### config.mk
export PLATFORM = sky130hd
export DESIGN_NAME = jtbubl_snd_comm
export DESIGN_NICKNAME = d
export VERILOG_FILES = /design/src/rtl/jtbubl_snd_comm_pkg.sv /design/src/rtl/jtbubl_comm_edge.sv /design/src/rtl/jtbubl_snd_comm.sv
export SDC_FILE = /design/constraint.sdc
export NUM_CORES = 1
export LEC_CHECK = 0
export ABC_AREA = 1
export CORE_ASPECT_RATIO = 0.9
export CORE_MARGIN = 3
export CORE_UTILIZATION = 30
export CTS_BUF_LIST = sky130_fd_sc_hd__clkbuf_8
export DETAILED_ROUTE_END_ITERATION = 12
export HOLD_SLACK_MARGIN = 0.03
export PLACE_DENSITY = 0.55
export SETUP_SLACK_MARGIN = 0.2
export SLEW_MARGIN = 0
export SYNTH_ARGS = -nofsm -noshare
export SYNTH_HDL_FRONTEND = slang
export SYNTH_SLANG_ARGS = --single-unit
export TNS_END_PERCENT = 1
### constraint.sdc
create_clock -name clk24 -period 1.55 [get_ports clk24]
set_clock_uncertainty 0.1 [all_clocks]
set_input_delay 0.465 -clock clk24 [delete_from_list [all_inputs] [get_ports clk24]]
set_output_delay 0.465 -clock clk24 [all_outputs]
set_load 0.01 [all_outputs]
### src/rtl/jtbubl_snd_comm_pkg.sv
// Shared definitions for the main-to-sound command link: status bit
// positions, sound-side register map and the NMI sequencer states.
package jtbubl_snd_comm_pkg;

    // Status byte bit positions (upper nibble always reads 0)
    localparam int ST_CMD_FULL   = 0;
    localparam int ST_REPLY_FULL = 1;
    localparam int ST_CMD_OVR    = 2;
    localparam int ST_REPLY_OVR  = 3;

    // Sound CPU register addresses
    localparam logic [1:0] REG_DATA    = 2'd0;
    localparam logic [1:0] REG_NMI_EN  = 2'd1;
    localparam logic [1:0] REG_NMI_DIS = 2'd2;
    localparam logic [1:0] REG_CLR     = 2'd3;

    // NMI pulse counter width; covers pulse widths of 1..15 cen ticks
    localparam int CNT_W = 4;

    typedef enum logic [1:0] {
        S_IDLE  = 2'd0,
        S_PULSE = 2'd1,
        S_WAIT  = 2'd2
    } nmi_state_t;

    // Assemble the status byte seen by both CPUs
    function automatic logic [7:0] make_status(input logic cmd_full, input logic reply_full,
                                               input logic cmd_ovr,  input logic reply_ovr);
        logic [7:0] st;
        st                = 8'h00;
        st[ST_CMD_FULL]   = cmd_full;
        st[ST_REPLY_FULL] = reply_full;
        st[ST_CMD_OVR]    = cmd_ovr;
        st[ST_REPLY_OVR]  = reply_ovr;
        return st;
    endfunction

endpackage

### src/rtl/jtbubl_comm_edge.sv
// Access event generator: one clk24-wide event on the first cycle a chip
// select is seen high after being low. A held select produces nothing more.
module jtbubl_comm_edge (
    input  logic clk24,
    input  logic rst_n,
    input  logic cs,
    output logic ev
);

    logic cs_l;

    // Remember last cycle's select level
    always_ff @(posedge clk24 or negedge rst_n) begin
        // NOTE: state registers use non-blocking assignments so every flop samples pre-edge values.
        if (!rst_n) cs_l <= 1'b0;
        else        cs_l <= cs;
    end

    assign ev = cs & ~cs_l;

endmodule

### src/rtl/jtbubl_snd_comm.sv
// Sound-board end of the main-to-sound command link: command/reply latches,
// full/overrun flags, registered read ports and the NMI pulse sequencer.
module jtbubl_snd_comm
    import jtbubl_snd_comm_pkg::*;
#(
    parameter int NMI_W = 4
) (
    input  logic       clk24,
    input  logic       rst_n,
    input  logic       cen,
    input  logic       main_cs,
    input  logic       main_wrn,
    input  logic       main_addr,
    input  logic [7:0] main_din,
    output logic [7:0] main_dout,
    input  logic       snd_cs,
    input  logic       snd_rnw,
    input  logic [1:0] snd_addr,
    input  logic [7:0] snd_din,
    output logic [7:0] snd_dout,
    output logic       snd_nmi_n
);

    logic m_ev, s_ev;
    logic m_wr_cmd, m_rd_reply;
    logic s_rd_cmd, s_wr_reply, s_nmi_en, s_nmi_dis, s_clr;

    logic [7:0] cmd, reply, status;
    logic       cmd_full, reply_full, cmd_ovr, reply_ovr, nmi_en;

    nmi_state_t       state, state_nxt;
    logic [CNT_W-1:0] cnt, cnt_nxt;
    logic             nmi_n_r, nmi_n_nxt;
    logic             rearm, rearm_nxt;

    jtbubl_comm_edge u_main_edge (.clk24(clk24), .rst_n(rst_n), .cs(main_cs), .ev(m_ev));
    jtbubl_comm_edge u_snd_edge  (.clk24(clk24), .rst_n(rst_n), .cs(snd_cs),  .ev(s_ev));

    // Decode access events into register operations
    always_comb begin
        m_wr_cmd   = m_ev & ~main_wrn & ~main_addr;
        m_rd_reply = m_ev &  main_wrn & ~main_addr;
        s_rd_cmd   = s_ev &  snd_rnw  & (snd_addr == REG_DATA);
        s_wr_reply = s_ev & ~snd_rnw  & (snd_addr == REG_DATA);
        s_nmi_en   = s_ev & ~snd_rnw  & (snd_addr == REG_NMI_EN);
        s_nmi_dis  = s_ev & ~snd_rnw  & (snd_addr == REG_NMI_DIS);
        s_clr      = s_ev & ~snd_rnw  & (snd_addr == REG_CLR);
    end

    assign status = make_status(cmd_full, reply_full, cmd_ovr, reply_ovr);

    // Command/reply latches and handshake flags; set beats clear, and
    // overrun looks at the pre-edge full flag
    always_ff @(posedge clk24 or negedge rst_n) begin
        if (!rst_n) begin
            cmd        <= 8'h00;
            reply      <= 8'h00;
            cmd_full   <= 1'b0;
            reply_full <= 1'b0;
            cmd_ovr    <= 1'b0;
            reply_ovr  <= 1'b0;
            nmi_en     <= 1'b0;
        end else begin
            if (m_wr_cmd)   cmd   <= main_din;
            if (s_wr_reply) reply <= snd_din;

            if (m_wr_cmd)      cmd_full <= 1'b1;
            else if (s_rd_cmd) cmd_full <= 1'b0;

            if (s_wr_reply)      reply_full <= 1'b1;
            else if (m_rd_reply) reply_full <= 1'b0;

            // A command consumed in the same cycle it is replaced is not lost
            if (m_wr_cmd && cmd_full && !s_rd_cmd) cmd_ovr <= 1'b1;
            else if (s_clr)                        cmd_ovr <= 1'b0;

            if (s_wr_reply && reply_full) reply_ovr <= 1'b1;
            else if (s_clr)               reply_ovr <= 1'b0;

            if (s_nmi_en)       nmi_en <= 1'b1;
            else if (s_nmi_dis) nmi_en <= 1'b0;
        end
    end

    // Registered read ports, refreshed every cycle from the current address
    always_ff @(posedge clk24 or negedge rst_n) begin
        if (!rst_n) begin
            main_dout <= 8'h00;
            snd_dout  <= 8'h00;
        end else begin
            main_dout <= main_addr ? status : reply;
            case (snd_addr)
                REG_DATA:   snd_dout <= cmd;
                REG_NMI_EN: snd_dout <= status;
                default:    snd_dout <= 8'hff;
            endcase
        end
    end

    // NMI sequencer state register
    always_ff @(posedge clk24 or negedge rst_n) begin
        if (!rst_n) begin
            state   <= S_IDLE;
            cnt     <= '0;
            nmi_n_r <= 1'b1;
            rearm   <= 1'b0;
        end else begin
            state   <= state_nxt;
            cnt     <= cnt_nxt;
            nmi_n_r <= nmi_n_nxt;
            rearm   <= rearm_nxt;
        end
    end

    // NMI sequencer next state: one fixed-width pulse per pending command
    always_comb begin
        // NOTE: every output gets a default first so no path can infer a latch.
        state_nxt = state;
        cnt_nxt   = cnt;
        nmi_n_nxt = nmi_n_r;
        rearm_nxt = rearm;
        case (state)
            S_IDLE: begin
                if (cmd_full && nmi_en) begin
                    state_nxt = S_PULSE;
                    cnt_nxt   = CNT_W'(NMI_W);
                    nmi_n_nxt = 1'b0;
                end
            end
            S_PULSE: begin
                if (m_wr_cmd) rearm_nxt = 1'b1;
                if (cen) begin
                    cnt_nxt = cnt - 1'b1;
                    if (cnt == CNT_W'(1)) begin
                        nmi_n_nxt = 1'b1;
                        rearm_nxt = 1'b0;
                        state_nxt = (rearm || m_wr_cmd) ? S_IDLE : S_WAIT;
                    end
                end
            end
            S_WAIT: begin
                if (!cmd_full || m_wr_cmd) state_nxt = S_IDLE;
            end
            default: state_nxt = S_IDLE;
        endcase
    end

    assign snd_nmi_n = nmi_n_r;

endmodule

Yosys cells after proc, flatten, opt, wreduce, memory -nomap -nowiden
Index checks and enable logic that the tools add are counted.
- flip-flop bits (word level): 47
- $add $sub $neg: 1
- equal/unequal tests: 10
- mux-type cells: 27
- bitwise gates (word level): 18
- reductions and logical operators: 19
- operators by type and width (kind ; number):
    $pmux 8 s2 ; 1
    $mux 1 ; 15
    $and 1x1->1 ; 13
    $reduce_bool 2->1 ; 6
    $mux 2 ; 5
    $mux 4 ; 2
    $mux 8 ; 1
    $ne 2x2->1 const B ; 4
    $pmux 4 s2 ; 1
    $reduce_and 4->1 ; 2
    $eq 2x2->1 const B ; 3
    $pmux 2 s3 ; 1
    $not 1->1 ; 5
    $eq 2x1->1 const B ; 2
    $eq 4x1->1 const B ; 1
    $logic_and 1x1->1 ; 4
    $logic_not 2->1 ; 2
    $sub 4x1->4 const B ; 1
    $reduce_and 3->1 ; 1
    $logic_not 1->1 ; 2
    $logic_or 1x1->1 ; 2
    $pmux 1 s2 ; 1

Depth between registers and ports, before layout
- depth in word-level cells: 9
- depth in mapped cells: 7

By module
From an unflattened synthesis, not the netlist that was laid out.
- cell total of the unflattened synthesis: 215
- area total of the unflattened synthesis: 1951.9 um^2
- modules (own cells, without submodules) (module ; times used ; cells an instance ; area each (um^2)):
    jtbubl_snd_comm ; 1 ; 209 ; 1881.8
    jtbubl_comm_edge ; 2 ; 3 ; 35.0

Least setup slack after synthesis
OpenSTA, ideal clock, no wires.
- kind: in2reg
- start point: input port snd_cs
- end point: register reply[0]
- library setup time: 0.116 ns
- data arrival time: 0.971 ns
- required time: 1.334 ns
- path slack: 0.362 ns
- cell stages on the path: 6
- path buffers: 1
- path through: nand2_2 nor2_8 nand2_4 buf_6 nand2_2 nand2_1
- longest elaborated chain between the ends: 3
- ends and longest elaborated chain (element ; line ; source):
    from (decl) ; jtbubl_snd_comm.sv:16 ; input logic snd_cs,
    $and 1x1->1 ; jtbubl_comm_edge.sv:19 ; assign ev = cs & ~cs_l;
    $and 1x1->1 (2 in a row) ; jtbubl_snd_comm.sv:44 ; s_wr_reply = s_ev & ~snd_rnw & (snd_addr == REG_DATA);
    to (signal assigned) ; jtbubl_snd_comm.sv:65 ; if (s_wr_reply) reply <= snd_din;
    to (decl) ; jtbubl_snd_comm.sv:28 ; logic [7:0] cmd, reply, status;
No other way between the ends.
A chain may end at the register's enable or synchronous reset.

Worst setup path after layout
- start point: register nmi_n_r (netlist: snd_nmi_n)
- end point: output port snd_nmi_n
- RTL lines (element ; line ; source):
    from (decl) ; jtbubl_snd_comm.sv:33 ; logic nmi_n_r, nmi_n_nxt;
    from (signal assigned) ; jtbubl_snd_comm.sv:110 ; nmi_n_r <= nmi_n_nxt;
    to (decl) ; jtbubl_snd_comm.sv:21 ; output logic snd_nmi_n
No word-level cell between the ends.

==> metrics <==
CP Buf/Inv Count=1; Max stage delay on crit path=0.54 ns; fin area=2680 sq um; grt total ovfl=0; outcome=complete, no violations; GPL Wtd Cong=0.7824; CP startpoint=snd_nmi_n$_DFFE_PN1P_; final design utilization=0.4312; most frequent cells in the layout=nand2_1, dfrtp_1, inv_1; RSZ-0062 raised after global routing=true; DRT Wirelength=3681 um; drt drc=0; Synth-to-Final Area Change=37.75%; H-tree depth=2; GR peak layer=met2; hold crit path type=input port to async pin; Comb power frac=0.242; CP Launch Type=flip-flop; final hold vios=0; switching fraction of total power=0.2907; commonest non-fill, non-tap cell in the layout=nand2_1; WP data required=0.98 ns; clock root buffer=clkbuf_8; Mapped Area=1946 sq um; Slew @ Worst Pin=0.2519 ns; Multi-input gate area=629.4 sq um; sequential area share after synthesis=0.6051; Initial Util=0.3130; Clock Path Buffers=2; drt via density=4.011; final setup fails=0; DRT antenna net count=0; hold_buf cts=0; drt pass-1 iters=4; CTS buffer count=5; Synth Register Bits=47; GRT Total Usage=0.1118; critical path type=flip-flop to output port; Final #Nets=293; PortBufs=42; critical path cell sequence=buf_6; part of the power in registers=0.489; pwr dens=1215 nW/um^2; Clock transition at path regs=0.08 ns; average wire per standard cell=10.43 um; Internal Dissipation=2309 uW; Clock Power Share=0.270; first-pass GRT wire length=6575 um; Yosys cell types=25; layout cells sized above 1=0.1504; Syn Area/Cell=9.354 sq um; crit path DAT=0.93 ns; vias in the first global route=1,446; Placed Instance Area=2557 sq um; Reg area=1177 sq um; largest fanout on the critical path=2; Max-cap violations=0; Pleak=0.001322 uW; reg-to-reg startpoint=state[1]$_DFFE_PN0P_; Ys Warns=0; met2 usage in global routing=0.1843; R2R setup slack=0.34 ns; Worst setup EP type=output port; dpl hpwl=2660 um; Psw=946.6 uW; CTS tree=built; routing usage on met3=0.02717; Syn Nets=236; Final Max Slew Viols=0; number of diodes=0; die area=7489 sq um; max frequency=0.6701 GHz; die height=82.40 um; antenna violations before repair=0; Final period util=0.9627; Tmin final=1.492 ns; Rows=27; Peak VDD IR=0.0005128 V; Post-Synthesis Cells=208; largest net degree at the start of global routing=48; vias=1,416; crit path max-delay cell type=dfstp_2; CTS Sinks=47; CP delay by family, top=flip-flops; Slew HR=0.8315; clock latency on the worst-skew pair=0.29 ns; Chip Width=90.89 um; IO Pins=43; core box area=6216 sq um; GR Util met1=0.1456; starting DRC count in detailed routing=68; fill count=639
==> area by class of cell <==
class	instances	share of cell area
sequential	47	0.4393
multi-input combinational	125	0.2348
timing repair buffer	54	0.1984
inverter	32	0.04482
tap	87	0.04062
clock buffer	5	0.02568
clock inverter	3	0.01634
==> timing repair <==
item	CTS	global route
endpoints found under the setup margin	44	50
buffers inserted	0	0
resized for setup	30	7
pin swaps	0	1
==> power groups by stage <==
stage	Sequential, uW	Clock [uW]	Combinational, uW
finish	1590	879	786
global route	1630	968	926
CTS	1590	915	797
detailed placement	1610	0	830
global placement	1610	0	817
floorplan	1620	0	455
==> cells by family (layout without fill, tap and decap cells) <==
kind of cell / Yosys count / count (layout) / synth area share
AO/OA/AOI/OAI: 29 / 29 / 0.08939
adder cells (fa/ha/maj): 2 / 2 / 0.01286
buffers and inverters: 36 / 94 / 0.07588
flip-flops: 47 / 47 / 0.6051
AND/OR/NAND/NOR: 94 / 94 / 0.2167
==> worst paths after layout <==
check,to,depth (start not counted)
worst max register to register,cnt[3]$_DFFE_PN0P_,7
worst max-delay path,snd_nmi_n,1
worst min-delay path,snd_dout[1]$_DFF_PN0_,2
min in group clk24,snd_dout[5]$_DFF_PN0_,2
worst min register to register,snd_dout[5]$_DFF_PN0_,2
max in group asynchronous,snd_nmi_n$_DFFE_PN1P_,2
==> registers in the layout (all words and copies together) (netlist names) <==
| signal | cells |
|---|---|
| reply | 8 |
| cmd_full | 1 |
| cnt | 4 |
| snd_dout | 8 |
| snd_nmi_n | 1 |
| nmi_en | 1 |
| main_dout | 8 |
| cmd | 8 |
| reply_ovr | 1 |
| rearm | 1 |
| state | 2 |
| u_snd_edge.cs_l | 1 |
| reply_full | 1 |
| u_main_edge.cs_l | 1 |
| cmd_ovr | 1 |
==> layer usage <==
layer | share of wire | wire length, um
met4 | 0.011 | 39
met3 | 0.032 | 119
met2 | 0.46 | 1683
met1 | 0.50 | 1839
met5 | 0 | 0
==> Yosys cell counts <==
| cell | count | area, sq um |
|---|---|---|
| nand2_1 | 50 | 187.7 |
| ha_1 | 2 | 25.02 |
| nor4_1 | 1 | 6.260 |
| a21oi_2 | 6 | 52.55 |
| buf_4 | 1 | 7.510 |
| dfstp_2 | 1 | 26.28 |
| nor3_1 | 2 | 10.01 |
| inv_1 | 30 | 112.6 |
| dfrtp_1 | 46 | 1151 |
| nand3_1 | 12 | 60.06 |
| clkbuf_1 | 1 | 3.750 |
| inv_2 | 2 | 7.510 |
| nor2_1 | 21 | 78.83 |
| o21ai_0 | 6 | 30.03 |
| buf_6 | 1 | 11.26 |
| nor2_2 | 1 | 6.260 |
| nand2_4 | 1 | 11.26 |
| nand2_2 | 3 | 18.77 |
| o21bai_1 | 1 | 7.510 |
| nor2_8 | 1 | 20.02 |
| o21ai_2 | 1 | 8.760 |
| buf_2 | 1 | 5.000 |
| a21oi_1 | 6 | 30.03 |
| nor2_4 | 2 | 22.52 |
| o21ai_1 | 9 | 45.04 |
==> metrics by stage <==
step / power [uW] / setup WS (ns) / hold WS, ns / TNS [ns] / std cells
after detailed placement: 2443 / -0.2666 / 0.3585 / -5.710 / 345
after floorplan: 2079 / 0.3623 / 0.06941 / 0 / 208
after CTS: 3307 / 0.04004 / 0.04292 / 0 / 353
after global placement: 2430 / -0.2236 / 0.3518 / -4.965 / 345
after global routing: 3520 / 0.01381 / 0.04261 / 0 / 353
final: 3256 / 0.05775 / 0.03568 / 0 / 353
No activity file was read; power rests on OpenSTA's default activity.
